==> src/rtl/ecc_pkg.sv <==
// ecc_pkg: shared definitions for the ECC scalar-multiplication controller.
//   ECC_W / ECC_NIB  : default field width and serial nibble width
//   ECC_STREAM_LEN   : number of nibbles in one result stream (x then y)
//   OP_DBL / OP_ADD  : point-unit command codes
//   IDLE..OUT        : controller state codes
package ecc_pkg;

    localparam int unsigned ECC_W          = 32;
    localparam int unsigned ECC_NIB        = 4;
    localparam int unsigned ECC_STREAM_LEN = 2 * ECC_W / ECC_NIB;

    localparam logic OP_DBL = 1'b0;
    localparam logic OP_ADD = 1'b1;

    typedef logic [2:0] state_t;

    localparam state_t IDLE     = 3'd0;
    localparam state_t SCAN     = 3'd1;
    localparam state_t DBL      = 3'd2;
    localparam state_t DBL_WAIT = 3'd3;
    localparam state_t ADD      = 3'd4;
    localparam state_t ADD_WAIT = 3'd5;
    localparam state_t OUT      = 3'd6;

    // Nibble count of an (x,y) stream for a given coordinate width.
    function automatic int unsigned stream_len(input int unsigned w, input int unsigned nib);
        return 2 * w / nib;
    endfunction

endpackage

==> src/rtl/ecc_nibble_ser.sv <==
// ecc_nibble_ser: parallel-load, MSB-first shift-out serializer.
//   clk, rst (async, active-low)
//   load  : capture din and start a stream of W/NIB nibbles
//   din   : W-bit word to stream
//   valid : high while nibbles are being presented
//   last  : high on the final nibble of the stream
//   dout  : current nibble (0 when not valid)
module ecc_nibble_ser #(
    parameter int unsigned W   = 64,
    parameter int unsigned NIB = 4
) (
    input  logic           clk,
    input  logic           rst,
    input  logic           load,
    input  logic [W-1:0]   din,
    output logic           valid,
    output logic           last,
    output logic [NIB-1:0] dout
);

    localparam int unsigned LEN = W / NIB;
    localparam int unsigned CW  = $clog2(LEN + 1);

    logic [W-1:0]  shreg;
    logic [CW-1:0] cnt;

    always_ff @(posedge clk or negedge rst) begin
        if (!rst) begin
            shreg <= '0;
            cnt   <= '0;
        end else if (load) begin
            shreg <= din;
            cnt   <= CW'(LEN);
        end else if (cnt != '0) begin
            shreg <= shreg << NIB;
            cnt   <= cnt - CW'(1);
        end
    end

    assign valid = (cnt != '0);
    assign last  = (cnt == CW'(1));
    assign dout  = valid ? shreg[W-1 -: NIB] : '0;

endmodule

==> src/rtl/ecc_scalar_ctrl.sv <==
// ecc_scalar_ctrl: left-to-right double-and-add sequencer for kP.
//   clk, rst (async, active-low)
//   start, k, px, py        : launch request and operands (taken in IDLE)
//   ready                   : high only in IDLE
//   pu_start, pu_op         : one-cycle command pulse and op (0=DBL, 1=ADD)
//   pu_x1/pu_y1, pu_x2/pu_y2: command operands R and P (held)
//   pu_done, pu_x, pu_y, pu_inf : point-unit completion and result
//   out_valid, kp, kp_inf   : nibble-serial result stream, x then y, MSB first
module ecc_scalar_ctrl
    import ecc_pkg::*;
#(
    parameter int unsigned W   = ECC_W,
    parameter int unsigned NIB = ECC_NIB
) (
    input  logic           clk,
    input  logic           rst,
    input  logic           start,
    input  logic [W-1:0]   k,
    input  logic [W-1:0]   px,
    input  logic [W-1:0]   py,
    output logic           ready,
    output logic           pu_start,
    output logic           pu_op,
    output logic [W-1:0]   pu_x1,
    output logic [W-1:0]   pu_y1,
    output logic [W-1:0]   pu_x2,
    output logic [W-1:0]   pu_y2,
    input  logic           pu_done,
    input  logic [W-1:0]   pu_x,
    input  logic [W-1:0]   pu_y,
    input  logic           pu_inf,
    output logic           out_valid,
    output logic [NIB-1:0] kp,
    output logic           kp_inf
);

    localparam int unsigned IW = (W > 1) ? $clog2(W) : 1;

    state_t         state, state_n;
    logic [W-1:0]   k_r, k_n;
    logic [IW-1:0]  idx, idx_n;
    logic [W-1:0]   px_r, py_r, px_n, py_n;
    logic [W-1:0]   rx, ry, rx_n, ry_n;
    logic           r_inf, rinf_n;
    logic           start_r, start_n;
    logic           op_r, op_n;
    logic           kp_inf_r;
    logic           eval_bit, next_bit;

    logic           ser_load, ser_valid, ser_last;
    logic [2*W-1:0] ser_din;
    logic [NIB-1:0] ser_dout;

    // k_r is kept left-aligned so the bit under evaluation is always k_r[W-1];
    // idx is that bit's position, so idx==0 means no lower bits remain.
    always_comb begin
        state_n  = state;
        k_n      = k_r;
        idx_n    = idx;
        px_n     = px_r;
        py_n     = py_r;
        rx_n     = rx;
        ry_n     = ry;
        rinf_n   = r_inf;
        start_n  = 1'b0;
        op_n     = op_r;
        eval_bit = 1'b0;
        next_bit = 1'b0;

        case (state)
            IDLE: begin
                if (start) begin
                    k_n     = k;
                    px_n    = px;
                    py_n    = py;
                    idx_n   = IW'(W - 1);
                    state_n = SCAN;
                end
            end
            SCAN: begin
                if (k_r == '0) begin
                    rinf_n  = 1'b1;
                    state_n = OUT;
                end else if (k_r[W-1]) begin
                    rx_n   = px_r;
                    ry_n   = py_r;
                    rinf_n = 1'b0;
                    next_bit = 1'b1;
                end else if (idx == '0) begin
                    rinf_n  = 1'b1;
                    state_n = OUT;
                end else begin
                    k_n   = k_r << 1;
                    idx_n = idx - IW'(1);
                end
            end
            DBL: begin
                // Doubling infinity is infinity: skip the unit.
                if (r_inf) begin
                    eval_bit = 1'b1;
                end else begin
                    start_n = 1'b1;
                    op_n    = OP_DBL;
                    state_n = DBL_WAIT;
                end
            end
            DBL_WAIT: begin
                if (pu_done) begin
                    rx_n     = pu_x;
                    ry_n     = pu_y;
                    rinf_n   = pu_inf;
                    eval_bit = 1'b1;
                end
            end
            ADD: begin
                // inf + P = P without the unit.
                if (r_inf) begin
                    rx_n     = px_r;
                    ry_n     = py_r;
                    rinf_n   = 1'b0;
                    next_bit = 1'b1;
                end else begin
                    start_n = 1'b1;
                    op_n    = OP_ADD;
                    state_n = ADD_WAIT;
                end
            end
            ADD_WAIT: begin
                if (pu_done) begin
                    rx_n     = pu_x;
                    ry_n     = pu_y;
                    rinf_n   = pu_inf;
                    next_bit = 1'b1;
                end
            end
            OUT: begin
                if (ser_last) begin
                    state_n = IDLE;
                end
            end
            default: state_n = IDLE;
        endcase

        if (eval_bit) begin
            if (k_r[W-1]) begin
                state_n = ADD;
            end else begin
                next_bit = 1'b1;
            end
        end

        if (next_bit) begin
            if (idx != '0) begin
                state_n = DBL;
                k_n     = k_r << 1;
                idx_n   = idx - IW'(1);
            end else begin
                state_n = OUT;
            end
        end
    end

    // The stream is loaded from the next-state R so a result latched in the
    // same cycle as the OUT transition is the one streamed.
    assign ser_load = (state_n == OUT) && (state != OUT);
    assign ser_din  = rinf_n ? '0 : {rx_n, ry_n};

    always_ff @(posedge clk or negedge rst) begin
        if (!rst) begin
            state    <= IDLE;
            k_r      <= '0;
            idx      <= '0;
            px_r     <= '0;
            py_r     <= '0;
            rx       <= '0;
            ry       <= '0;
            r_inf    <= 1'b0;
            start_r  <= 1'b0;
            op_r     <= 1'b0;
            kp_inf_r <= 1'b0;
        end else begin
            state   <= state_n;
            k_r     <= k_n;
            idx     <= idx_n;
            px_r    <= px_n;
            py_r    <= py_n;
            rx      <= rx_n;
            ry      <= ry_n;
            r_inf   <= rinf_n;
            start_r <= start_n;
            op_r    <= op_n;
            if (ser_load) begin
                kp_inf_r <= rinf_n;
            end else if (ser_last) begin
                kp_inf_r <= 1'b0;
            end
        end
    end

    ecc_nibble_ser #(
        .W   (2 * W),
        .NIB (NIB)
    ) u_ser (
        .clk   (clk),
        .rst   (rst),
        .load  (ser_load),
        .din   (ser_din),
        .valid (ser_valid),
        .last  (ser_last),
        .dout  (ser_dout)
    );

    assign ready     = (state == IDLE);
    assign pu_start  = start_r;
    assign pu_op     = op_r;
    assign pu_x1     = rx;
    assign pu_y1     = ry;
    assign pu_x2     = px_r;
    assign pu_y2     = py_r;
    assign out_valid = ser_valid;
    assign kp        = ser_dout;
    assign kp_inf    = kp_inf_r;

endmodule

==> config.mk <==
export PLATFORM = sky130hd
export DESIGN_NAME = ecc_scalar_ctrl
export DESIGN_NICKNAME = d
export VERILOG_FILES = /design/src/rtl/ecc_pkg.sv /design/src/rtl/ecc_nibble_ser.sv /design/src/rtl/ecc_scalar_ctrl.sv
export SDC_FILE = /design/constraint.sdc
export NUM_CORES = 1
export LEC_CHECK = 0
export ABC_AREA = 0
export BUFFER_PORTS_ARGS = -buffer_cell sky130_fd_sc_hd__clkbuf_2
export CAP_MARGIN = 20
export CORE_MARGIN = 2
export CORE_UTILIZATION = 48
export DETAILED_ROUTE_END_ITERATION = 12
export GPL_TIMING_DRIVEN = 1
export PLACE_DENSITY = 0.87
export SYNTH_ARGS = -nofsm -noshare
export SYNTH_HDL_FRONTEND = slang
export SYNTH_SLANG_ARGS = --single-unit
==> constraint.sdc <==
create_clock -name clk -period 2.1 [get_ports clk]
set_clock_uncertainty 0.1 [all_clocks]
set_input_delay 0.315 -clock clk [delete_from_list [all_inputs] [get_ports clk]]
set_output_delay 0.315 -clock clk [all_outputs]
set_load 0.05 [all_outputs]
Word level (Yosys, flattened, before mapping)
Index checks and enable logic that the tools add are counted.
- register bits: 241
- input port bits: 165
- output and inout port bits: 137
- logic and storage cells: 101
- add/sub/neg operators: 2
- equal/unequal tests: 11
- muxes and demuxes: 62
- reduce and logical (&&, ||, !) cells: 13
- operators by type and width (kind ; count):
    2-to-1 mux 32 bit ; 14
    2-to-1 mux 64 bit ; 3
    one-hot mux 32 bit (3 select lines) ; 2
    one-hot mux 32 bit (2 select lines) ; 1
    2-to-1 mux 5 bit ; 8
    2-to-1 mux 3 bit ; 11
    logical NOT 32 bit ; 1
    one-hot mux 3 bit (6 select lines) ; 1
    2-to-1 mux 1 bit ; 16
    == test 3 bit, second input constant ; 4
    one-hot mux 5 bit (2 select lines) ; 1
    nonzero test 5 bit ; 2
    subtractor 5 x 1 -> 5 bit, second input constant ; 2
    == test 3 x 2 -> 1 bit, second input constant ; 2
    one-hot mux 1 bit (3 select lines) ; 2
    nonzero test 2 bit ; 3
    == test 5 x 1 -> 1 bit, second input constant ; 1
    logical NOT 5 bit ; 1
    2-to-1 mux 4 bit ; 1
    inequality test 2 bit, second input constant ; 2
    one-hot mux 1 bit (2 select lines) ; 2
    OR reduction 2 bit ; 2
    == test 3 x 1 -> 1 bit, second input constant ; 1
    logical NOT 3 bit ; 1
    4 further kinds ; 4

Longest topological paths before layout
- depth after elaboration: 11
- depth in mapped cells: 10
- depth with buffers taken out: 8

Hierarchy
From an unflattened synthesis, not the netlist that was laid out.
- cells, all modules: 999
- area, all modules: 10979.3 µm²
- by module, submodules not included (module ; times used ; cells each ; area an instance (µm²) ; sequential area each (µm²)):
    ecc_scalar_ctrl ; 1 ; 690 ; 7748.7 ; 4304.1
    ecc_nibble_ser ; 1 ; 309 ; 3230.6 ; 1726.7

Worst setup path before layout
No wires, ideal clock.
- kind: flip-flop to flip-flop
- start point: reg state[0]
- end point: reg k_r[10]
- setup time: 0.064 ns
- arrival time: 2.778 ns
- data required time: 1.936 ns
- setup slack: -0.842 ns
- stages on the path, launching flop included: 9
- path buffers: 4
- clock period less this slack: 2.942 ns
- cells stage by stage: dfrtp_1 buf_4 buf_2 nor3_1 and2_1 buf_4 clkbuf_1 a22o_1 a21o_1
- elaborated cells between the ends (all ways): 13
- classes of those cells: eq/ne: 5; mux: 7; reduce/logical: 1
- RTL lines (what ; RTL line ; text):
    start, declared ; ecc_scalar_ctrl.sv:39 ; state_t state, state_n;
    start signal, assigned ; ecc_scalar_ctrl.sv:182 ; state <= state_n;
    logical NOT 3 bit (*) ; - ;
    via ready ; ecc_scalar_ctrl.sv:21 ; output logic ready,
    one-hot mux 32 bit (2 select lines) (*) ; ecc_scalar_ctrl.sv:70 ; case (state)
    2-to-1 mux 32 bit ; ecc_scalar_ctrl.sv:153 ; if (idx != '0) begin
    2-to-1 mux 32 bit (*) ; ecc_scalar_ctrl.sv:152 ; if (next_bit) begin
    via k_n[10] ; ecc_scalar_ctrl.sv:40 ; logic [W-1:0] k_r, k_n;
    end signal, assigned ; ecc_scalar_ctrl.sv:183 ; k_r <= k_n;
    end, declared ; ecc_scalar_ctrl.sv:40 ;
The timed path passes the listed nets; every way through them passes the cells marked *.
A chain may end at the register's enable or synchronous reset.

Final worst setup path
- start point: reg k_r[14]
- end point: reg u_ser.shreg[37]
- longest elaborated chain between the ends: 9
- elaborated cells between the ends (all ways): 19
- classes of those cells: eq/ne: 1; mux: 15; reduce/logical: 3
- RTL lines (what ; RTL line ; text):
    logical NOT 32 bit (*) ; ecc_scalar_ctrl.sv:81 ; if (k_r == '0) begin
    2-to-1 mux 3 bit / 2-to-1 mux 1 bit (equally long branches) ; ecc_scalar_ctrl.sv:81 ;
    one-hot mux 3 bit (6 select lines) / one-hot mux 1 bit (3 select lines) (equally long branches) ; ecc_scalar_ctrl.sv:70 ;
    2-to-1 mux 3 bit / 2-to-1 mux 1 bit (equally long branches) ; ecc_scalar_ctrl.sv:145 ; if (k_r[W-1]) begin
    2-to-1 mux 3 bit / 2-to-1 mux 1 bit (equally long branches) ; ecc_scalar_ctrl.sv:144 ; if (eval_bit) begin
    2-to-1 mux 3 bit ; ecc_scalar_ctrl.sv:152 ;
    == test 3 bit ; ecc_scalar_ctrl.sv:165 ; assign ser_load = (state_n == OUT) && (state != OUT);
    logical AND 1 bit ; ecc_scalar_ctrl.sv:165 ;
    2-to-1 mux 64 bit / nonzero test 2 bit (equally long branches) ; - ;
    end signal, assigned ; ecc_nibble_ser.sv:32 ; shreg <= din;
    end signal, assigned ; ecc_nibble_ser.sv:35 ; shreg <= shreg << NIB;
    end, declared ; ecc_nibble_ser.sv:24 ; logic [W-1:0] shreg;
Every way passes the cells marked *; elsewhere a longest branch is shown, timed or not.

==> reports/results.ini <==
[die]
die_w_um = 157
die_area_um2 = 24600
rows = 55
core_um2 = 22800
die_y_um = 157
initial_utilization = 0.491
io_pins = 302

[power_and_ir_drop]
powerDensity_nw_per_um2 = 1900
power.total_mw = 32.0
power.leakage_nw = 9.29
peakVddDrop_mv = 1.26

[critical_path]
timing.rr.end = u_ser.shreg[37]$_DFFE_PN0P_
worstPathArrival_ns = 2.93
critPathLaunchType = register
r2r-start = k_r[14]$_DFF_PN0_
rrSetupSlack_ns = -0.49
r2r_cells = 10
required_ns = 2.44
crit_type = reg2reg
worstSetupEndpointType = register
cp_max_fo = 8

[sta]
setup_violations = 112
slew_headroom = 0.687
fin_crit_sh = 1.23
hold_viol_final = 0
worst_pin_slew_ns = 0.469
rsz0062_at_grt = yes
fin_ws_ns = -0.493
max_clock_freq_mhz = 386
min_period_ns = 2.59
slew_viol_final = 0
hold_slack_ns = 0.00743

[drt]
wl_per_cell_um = 19.8
drc = 0
vias = 10600
wl_um = 37600
drt_pre_antenna_iters = 6
ant_nets = 0
vias_per_cell = 5.59
first_iter_violations = 836

[final_layout]
final_layout_size_suffix_gt1_frac = 0.367
syn_to_final_growth_pct = 50.5
n_antenna_cell = 0
num-fill-cells = 1371
num-nets-final = 1735
design_area_um2 = 16800

[clock_tree]
cts.root.buffer_cell = clkbuf_16
cts_buffer_depth = 3
tritoncts = built
path_clk_slew_ns = 0.07
h-tree-depth = 1
cts_buffers = 27
clk_latency_ns = 0.53
numClockSinks = 241

[run_status]
violations = negative setup slack
status = finished, violations left

[synth]
yosysUniqueCellTypes = 56
synthSimpleGateAreaFrac = 0.129
synth_mux_area_frac = 0.118
ys_warn_count = 0
synth_edf_count = 0
synth_xor_area_frac = 0.00302
yosys_register_bits = 241
synth_common_cells = nand2_1 (272), dfrtp_1 (241), mux2i_1 (129), a21o_1 (93), a22o_1 (92)
synth_most_common_cell = nand2_1
synth_top_cells_by_area = dfrtp_1 (54%), mux2i_1 (12%), nand2_1 (9.1%)
synth_area_per_cell_um2 = 10.8
synthFlopType = dfrtp_1
netlist_area_um2 = 11200
yosysTopAreaCell = dfrtp_1
syn_inst = 1041
yosysSeqAreaShare = 0.539
synthArstFlopShare = 1.00
synth_fp_nets = 1211
netlist.area_leader.share = 0.539
synth-compound-area-share = 0.166
synth_top_family_by_area = compound AO/OA/AOI/OAI gates
synthAdderAreaFrac = 0.00559

[min_path]
hp-start = k[22]
min_path_cells = 3
whs_endpoint = k_r[22]$_DFF_PN0_
min_path_type = in2reg

[global_route]
grt_pass1_wl_um = 56100
overflow = 0
track_usage = 0.285
antenna_found_initial = 0
grt_pass1_vias = 11000
grt_start_max_net_pins = 66

[placement]
place_worst_setup_slack_ns = -0.591
io_buffers = 301
place_congestion = 0.848
placed_area_um2 = 14000
hpwl_um = 21300

[run]
drv_cap = 0

-- cell families after synthesis --
kind of cell | count (synthesis)
and+or+nand+nor | 339
DFF | 241
AOI/OAI and AO/OA | 235
muxes | 131
buffers and inverters | 87
adders and majority gates | 5
xor gates and xnor gates | 3
-- sequential cells by signal, indices dropped and copies added, names as in the netlist --
name / flops
k_r: 32
pu_op: 1
pu_x1: 32
kp_inf: 1
pu_start: 1
state: 3
pu_y2: 32
pu_y1: 32
r_inf: 1
u_ser.shreg: 64
idx: 5
u_ser.cnt: 5
pu_x2: 32
-- worst max path at each step --
| stage | from | depth (start not counted) | to |
|---|---|---|---|
| final | k_r[14]$_DFF_PN0_ | 10 | u_ser.shreg[37]$_DFFE_PN0P_ |
| after global routing | k_r[14]$_DFF_PN0_ | 10 | u_ser.shreg[45]$_DFFE_PN0P_ |
| after CTS | k_r[27]$_DFF_PN0_ | 9 | u_ser.shreg[37]$_DFFE_PN0P_ |
| after detailed placement | k_r[12]$_DFF_PN0_ | 6 | k_r[28]$_DFF_PN0_ |
| after global placement | k_r[11]$_DFF_PN0_ | 6 | k_r[20]$_DFF_PN0_ |
| after floorplan | state[1]$_DFF_PN0_ | 8 | k_r[10]$_DFF_PN0_ |
-- worst max-delay path: stages (launching register included) --
cell and delay (ns):
dfrtp_1 0.43, nor4_4 0.37, nand4_1 0.23, buf_4 0.20
o21bai_4 0.13, o21ai_2 0.11, a211oi_4 0.24, buf_6 0.17
buf_12 0.15, buf_16 0.14, mux2i_2 0.22
-- per-layer routing --
metal	vias to the layer above	track usage	wire length, um
met5	-	0	0
met4	0	0.115	1580
met3	133	0.0446	2610
met2	592	0.504	18700
met1	5187	0.348	14700
li1	4699	-	-
-- metrics by stage --
step	instances	util	TNS, ns
after floorplan	1041	-	-2.50
after global placement	1716	0.616	-30.45
after detailed placement	1716	0.616	-44.45
after CTS	1876	0.715	-26.32
after global routing	1899	0.739	-50.47
final	1899	0.739	-40.65
-- cells in the final DEF, fill, tap and decap left out, types with 18 or more instances in the layout --
cell             n
dfrtp_1        240
buf_12          18
clkbuf_16       41
a22o_1          91
buf_4          122
nand2_1        269
dlygate4sd3_1   98
mux2i_1        123
clkbuf_2       295
a21o_1          93
-- timing repair --
item | CTS | global route
buffers inserted | 10 | 10
setup endpoints to repair | 109 | 114
pin swaps | 10 | 48
resized for setup | 49 | 51
gates cloned | 2 | 13
endpoints found under the hold margin | 165 | 0
hold buffers | 98 | 0
-- final cells by class --
class                      instances  area [um^2]  share of cell area
clock buffer                      37          773              0.0459
clock inverter                    13          171              0.0102
inverter                          11         51.3             0.00305
multi-input combinational        715         5030               0.298
sequential                       241         6030               0.358
tap                              313          392              0.0233
timing repair buffer             569         4400               0.261
-- power breakdown --
group          internal, mW  switching (mW)  leakage [nW]
logic                  7.53            11.3          5.75
registers              6.69            1.50          3.07
clock network          3.06            1.95         0.469
total                  17.3            14.8          9.29
Power figures use the tool's default switching activity.
